[src/rtl/lc3b_types.sv]
// Shared LC-3b datapath types plus the write-buffer tag and state types.
package lc3b_types;

   typedef logic [15:0]  lc3b_word;
   typedef logic [127:0] lc3b_cache_line;
   typedef logic [11:0]  lc3b_line_tag;

   typedef enum logic [2:0] {
      IDLE,
      WR_RESP,
      RD_MEM,
      RD_RESP,
      DRAIN
   } lc3b_wb_state;

endpackage

[src/rtl/wb_entry.sv]
// Single buffered line: valid bit, line tag and line data, with tag compare.
module wb_entry
   import lc3b_types::*;
#(
   parameter int TAG_W = $bits(lc3b_line_tag)
) (
   input  logic             clk,
   input  logic             rst,
   input  logic             load,
   input  logic             clear,
   input  lc3b_cache_line   data_in,
   input  logic [TAG_W-1:0] tag_in,
   output logic             valid,
   output logic [TAG_W-1:0] tag,
   output lc3b_cache_line   data,
   output logic             hit
);

   logic             valid_q, valid_d;
   logic [TAG_W-1:0] tag_q, tag_d;
   lc3b_cache_line   data_q, data_d;

   // A load on the same cycle as a clear wins: the drain finished and a new line is captured.
   always_comb begin
      valid_d = valid_q;
      tag_d   = tag_q;
      data_d  = data_q;
      if (load) begin
         valid_d = 1'b1;
         tag_d   = tag_in;
         data_d  = data_in;
      end else if (clear) begin
         valid_d = 1'b0;
      end
   end

   always_ff @(posedge clk or posedge rst) begin
      if (rst) begin
         valid_q <= 1'b0;
      end else begin
         valid_q <= valid_d;
      end
   end

   always_ff @(posedge clk) begin
      tag_q  <= tag_d;
      data_q <= data_d;
   end

   assign valid = valid_q;
   assign tag   = tag_q;
   assign data  = data_q;
   assign hit   = valid_q && (tag_q == tag_in);

endmodule

[src/rtl/write_buffer.sv]
// One-line write buffer between the L1 arbiter and physical memory.
// Define WB_READ_FORWARD_EN to serve reads that hit the buffered line directly.
module write_buffer
   import lc3b_types::*;
#(
   parameter int LINE_OFFSET_BITS = 4
) (
   input  logic           clk,
   input  logic           rst,
   input  logic           read,
   input  logic           write,
   input  lc3b_word       address,
   input  lc3b_cache_line wdata,
   output logic           resp,
   output lc3b_cache_line rdata,
   output logic           pmem_read,
   output logic           pmem_write,
   output lc3b_word       pmem_address,
   output lc3b_cache_line pmem_wdata,
   input  logic           pmem_resp,
   input  lc3b_cache_line pmem_rdata
);

   localparam int       TAG_W       = 16 - LINE_OFFSET_BITS;
   localparam lc3b_word OFFSET_MASK = lc3b_word'((1 << LINE_OFFSET_BITS) - 1);

   lc3b_wb_state   state_q, state_d;
   logic           resp_q, resp_d;
   lc3b_cache_line rdata_q, rdata_d;
   logic           pmem_read_q, pmem_read_d;
   logic           pmem_write_q, pmem_write_d;
   lc3b_word       pmem_address_q, pmem_address_d;
   lc3b_cache_line pmem_wdata_q, pmem_wdata_d;

   logic             ent_load, ent_clear, ent_valid, ent_hit;
   logic [TAG_W-1:0] addr_tag, ent_tag;
   lc3b_cache_line   ent_data;
   lc3b_word         line_addr;
   logic             go_drain, go_read;

   assign line_addr = address & ~OFFSET_MASK;
   assign addr_tag  = address[15:LINE_OFFSET_BITS];

   wb_entry #(.TAG_W(TAG_W)) u_entry (
      .clk     (clk),
      .rst     (rst),
      .load    (ent_load),
      .clear   (ent_clear),
      .data_in (wdata),
      .tag_in  (addr_tag),
      .valid   (ent_valid),
      .tag     (ent_tag),
      .data    (ent_data),
      .hit     (ent_hit)
   );

   always_comb begin
      state_d        = state_q;
      resp_d         = 1'b0;
      rdata_d        = rdata_q;
      pmem_read_d    = pmem_read_q;
      pmem_write_d   = pmem_write_q;
      pmem_address_d = pmem_address_q;
      pmem_wdata_d   = pmem_wdata_q;
      ent_load       = 1'b0;
      ent_clear      = 1'b0;
      go_drain       = 1'b0;
      go_read        = 1'b0;

      case (state_q)
         IDLE: begin
            // write outranks read when both are raised
            if (write) begin
               if (!ent_valid || ent_hit) begin
                  ent_load = 1'b1;
                  resp_d   = 1'b1;
                  state_d  = WR_RESP;
               end else begin
                  go_drain = 1'b1;
               end
            end else if (read) begin
`ifdef WB_READ_FORWARD_EN
               if (ent_hit) begin
                  rdata_d = ent_data;
                  resp_d  = 1'b1;
                  state_d = RD_RESP;
               end else begin
                  go_read = 1'b1;
               end
`else
               if (ent_hit) begin
                  go_drain = 1'b1;
               end else begin
                  go_read = 1'b1;
               end
`endif
            end else if (ent_valid) begin
               go_drain = 1'b1;
            end
         end
         WR_RESP, RD_RESP: state_d = IDLE;
         RD_MEM: begin
            if (pmem_resp) begin
               pmem_read_d = 1'b0;
               rdata_d     = pmem_rdata;
               resp_d      = 1'b1;
               state_d     = RD_RESP;
            end
         end
         DRAIN: begin
            // a write that waited on this drain is captured as the slot frees up
            if (pmem_resp) begin
               pmem_write_d = 1'b0;
               ent_clear    = 1'b1;
               if (write) begin
                  ent_load = 1'b1;
                  resp_d   = 1'b1;
                  state_d  = WR_RESP;
               end else begin
                  state_d = IDLE;
               end
            end
         end
         default: state_d = IDLE;
      endcase

      if (go_drain) begin
         state_d        = DRAIN;
         pmem_write_d   = 1'b1;
         pmem_address_d = {ent_tag, {LINE_OFFSET_BITS{1'b0}}};
         pmem_wdata_d   = ent_data;
      end
      if (go_read) begin
         state_d        = RD_MEM;
         pmem_read_d    = 1'b1;
         pmem_address_d = line_addr;
      end
   end

   always_ff @(posedge clk or posedge rst) begin
      if (rst) begin
         state_q        <= IDLE;
         resp_q         <= 1'b0;
         rdata_q        <= '0;
         pmem_read_q    <= 1'b0;
         pmem_write_q   <= 1'b0;
         pmem_address_q <= '0;
         pmem_wdata_q   <= '0;
      end else begin
         state_q        <= state_d;
         resp_q         <= resp_d;
         rdata_q        <= rdata_d;
         pmem_read_q    <= pmem_read_d;
         pmem_write_q   <= pmem_write_d;
         pmem_address_q <= pmem_address_d;
         pmem_wdata_q   <= pmem_wdata_d;
      end
   end

   assign resp         = resp_q;
   assign rdata        = rdata_q;
   assign pmem_read    = pmem_read_q;
   assign pmem_write   = pmem_write_q;
   assign pmem_address = pmem_address_q;
   assign pmem_wdata   = pmem_wdata_q;

endmodule

[config.mk]
export PLATFORM = sky130hd
export DESIGN_NAME = write_buffer
export DESIGN_NICKNAME = d
export VERILOG_FILES = /design/src/rtl/lc3b_types.sv /design/src/rtl/wb_entry.sv /design/src/rtl/write_buffer.sv
export SDC_FILE = /design/constraint.sdc
export NUM_CORES = 1
export LEC_CHECK = 0
export CAP_MARGIN = 15
export CORE_AREA = 2 2 213 215
export DETAILED_ROUTE_END_ITERATION = 12
export DIE_AREA = 0 0 215 217
export HOLD_SLACK_MARGIN = 0.03
export SETUP_SLACK_MARGIN = 0.15
export SLEW_MARGIN = 30
export SYNTH_ARGS = -nofsm -noshare
export SYNTH_HDL_FRONTEND = slang
export SYNTH_SLANG_ARGS = --single-unit
[constraint.sdc]
create_clock -name clk -period 23.3 [get_ports clk]
set_clock_uncertainty 0.2 [all_clocks]
set_input_delay 4.66 -clock clk [delete_from_list [all_inputs] [get_ports clk]]
set_output_delay 4.66 -clock clk [all_outputs]
set_load 0.05 [all_outputs]
==> flow_metrics.env <==
export IMPL_rsz0062_at_grt="false"
export IMPL_h_tree_depth=2
export IMPL_fin_crit_ns=7.88
export IMPL_crit_type="input port to flip-flop"
export IMPL_grt_start_max_net_pins=81
export IMPL_root_buffer="clkbuf_16"
export IMPL_ir_drop_v=0.000103
export IMPL_slew_headroom_pct=40.0
export IMPL_syn2layout_area_growth_pct=51.6
export IMPL_path_max_fanout=71
export IMPL_worst_slew_pin_slew_ns=0.899
export IMPL_cellPowerDensity_nw_per_um2=172
export IMPL_instances_no_fill=1998
export IMPL_wl_per_cell_um=20.2
export IMPL_placed_cell_area_um2=20900
export IMPL_cp_end_kind="flip-flop"
export IMPL_clock_tree_buffer_depth=3
export IMPL_ios=552
export IMPL_reg2reg_to="pmem_wdata[116]$_DFFE_PP0P_"
export IMPL_std_cell_rows=78
export IMPL_path_cells="clkdlybuf4s50_1, xor2_1, nor4_2, a41oi_1, buf_4, nand2_8, buf_4, buf_16, mux2_2"
export IMPL_routed_wl_um=40300
export IMPL_antenna_left=0
export IMPL_ys_seq_area_share_pct=75.0
export IMPL_whs_endpoint="pmem_wdata[34]$_DFFE_PP0P_"
export IMPL_hold_violations=0
export IMPL_drv_slew=0
export IMPL_start_util_pct=33.1
export IMPL_crit_top_cell="buf_4"
export IMPL_numCtsBuffers=46
export IMPL_cp_start_kind="input port"
export IMPL_dp_hpwl_um=28500
export IMPL_synth_cells=795
export IMPL_holdPathStages=1
export IMPL_postCtsResizedCells=0
export IMPL_slowest_stage="buf_4"
export IMPL_cts_setup_buffers=0
export IMPL_ys_warn_count=0
export IMPL_drc=0
export IMPL_status="completed"
export IMPL_yosys_register_bits=415
export IMPL_fin_crit_sh_pct=33.8
export IMPL_grtUsageTotal_pct=17.1
export IMPL_avgSynthCellArea_um2=18.6
export IMPL_dieArea_um2=46700
export IMPL_vias_per_cell=4.48
export IMPL_nets=1638
export IMPL_grt_antenna_before_repair=4
export IMPL_vias=8946
export IMPL_place_inst=1913
export IMPL_crit_buf_inv=4
export IMPL_layout_common_cells="clkdlybuf4s50_1, dfrtp_1, mux2_2, edfxtp_1, mux2_1"
export IMPL_final_layout_size_suffix_gt1_share_pct=19.2
export IMPL_drt_initial_drc_count=418
export IMPL_hp_start="u_entry.data[34]$_DFFE_PP_"
export IMPL_fmax_mhz=127
export IMPL_maxCapViolCount=0
export IMPL_core_um2=44700
export IMPL_setup_viol=0
export IMPL_cp_top_family="buffers and inverters"
export IMPL_firstDrtPassIters=4
export IMPL_critPathMaxStageDelay_ns=0.51
export IMPL_grt_remaining_overflow=0
export IMPL_cp_required_ns=23.54
export IMPL_cts_tree="done"
export IMPL_cts_hold_fix_buffers=0
export IMPL_place_port_buffers=543
export IMPL_hold_path_class="flip-flop to flip-flop"
export IMPL_die_height_um=217
export IMPL_synth_cell_type_count=31
export IMPL_chipWidth_um=215
export IMPL_layout_commonest_cell="clkdlybuf4s50_1"
export IMPL_post_route_util_pct=50.1
export IMPL_setup_tns_ns=0
export IMPL_worstPathArrival_ns=8.12
export IMPL_grt_pass1_wl_um=60100
export IMPL_grt_pass1_vias=9545
export IMPL_antenna_diode_count=0
export IMPL_synthesis_area_um2=14800
export IMPL_clk_pin_slew_ns=0.06
export IMPL_r2r_slack_ns=19.61
export IMPL_rr_worst_depth=8
export IMPL_final_cell_area_um2=22400
export IMPL_leakage_nw=8.81
export IMPL_r2r_start="u_entry.tag[11]$_DFFE_PP_"
export IMPL_routabilityCongestion=0.801
export IMPL_clk_latency_ns=0.56
export IMPL_clkSinkCount=415
## flip-flops by register name (all words and copies together) (netlist names)
signal,count
pmem_address,12
resp,1
u_entry.tag,12
pmem_write,1
u_entry.data,128
u_entry.valid,1
state_q,3
rdata,128
pmem_read,1
pmem_wdata,128
## cells in the mapped netlist
library cell / n / area share (%)
o21ai_0: 2 / 0.068
a31oi_1: 3 / 0.13
clkbuf_1: 7 / 0.18
a22o_1: 1 / 0.059
nand2b_1: 1 / 0.042
nor2_1: 4 / 0.10
nor3_1: 1 / 0.034
a311o_1: 12 / 0.81
mux2_1: 77 / 5.9
mux2_2: 179 / 14
a41oi_1: 1 / 0.059
a21oi_1: 1 / 0.034
and4_1: 1 / 0.059
nor3b_1: 1 / 0.051
a311o_2: 1 / 0.076
conb_1: 1 / 0.025
nand2_1: 4 / 0.10
buf_4: 13 / 0.66
nand2_2: 1 / 0.042
a2111o_1: 1 / 0.076
nor4_2: 3 / 0.25
nand3_1: 4 / 0.14
nand4b_1: 1 / 0.059
dfrtp_1: 275 / 47
inv_1: 5 / 0.13
buf_1: 1 / 0.025
xor2_1: 12 / 0.71
and3_1: 24 / 1.0
buf_2: 17 / 0.58
nand4_1: 1 / 0.042
edfxtp_1: 140 / 28
## cells by family (layout without fill, tap and decap cells)
| logic type | count (synthesis) | count (layout) | synth area share, % |
|---|---|---|---|
| multiplexers | 256 | 256 | 19.5 |
| XOR/XNOR | 12 | 12 | 0.711 |
| buffers and inverters | 43 | 643 | 1.57 |
| flip-flops | 415 | 415 | 75.0 |
| AO/OA/AOI/OAI | 22 | 22 | 1.31 |
| other | 1 | 4 | 0.0254 |
| AND/OR/NAND/NOR | 46 | 46 | 1.94 |
## how the worst max path moves through the flow
stage / startpoint / to / slack, ns / cells past startpoint
floorplan: address[15] / u_entry.data[0]$_DFFE_PP_ / 10.03 / 4
global placement: address[12] / pmem_wdata[108]$_DFFE_PP0P_ / 14.64 / 8
detailed placement: address[15] / pmem_wdata[115]$_DFFE_PP0P_ / 14.77 / 9
CTS: address[12] / pmem_wdata[96]$_DFFE_PP0P_ / 15.39 / 9
global route: address[4] / pmem_wdata[116]$_DFFE_PP0P_ / 15.13 / 9
finish: address[9] / pmem_wdata[116]$_DFFE_PP0P_ / 15.42 / 9
## cell type report
| cell class | instances | area (µm²) |
|---|---|---|
| Timing Repair Buffer | 553 | 5540 |
| Clock inverter | 23 | 220 |
| Inverter | 5 | 26.3 |
| Fill cell | 3917 | 22300 |
| Clock buffer | 62 | 1270 |
| Multi-Input combinational cell | 340 | 3520 |
| Tap cell | 600 | 751 |
| Sequential cell | 415 | 11100 |
## per-stage QoR
stage          total power [mW]  setup WS, ns  hold slack [ns]
6_report                   3.85         15.42            0.250
3_5_place_dp               3.18         14.77            0.242
2_1_floorplan              2.48         10.03            0.232
5_1_grt                    4.02         15.13            0.269
3_3_place_gp               3.15         14.64            0.234
4_1_cts                    3.91         15.39            0.252
## routing by layer
metal	share of wire [%]	track usage, %	vias up
met3	11	7.77	65
met2	48	28.4	367
met4	2.8	6.21	8
li1	-	-	4060
met1	38	19.5	4446
met5	0.13	0	-
## report_power, final
group          leakage, nW  internal (mW)  switching, mW
logic                 3.51          0.690           1.24
clock network        0.738          0.427          0.288
registers             4.56           1.07          0.135
## worst register-to-register path, stage by stage (launching register included)
cell	delay (ns)
edfxtp_1	0.39
xor2_1	0.16
nor4_2	0.48
a41oi_1	0.36
buf_4	0.29
nand2_8	0.45
buf_4	0.53
buf_16	0.30
mux2_2	0.40
No activity file was read; power rests on OpenSTA's default activity.
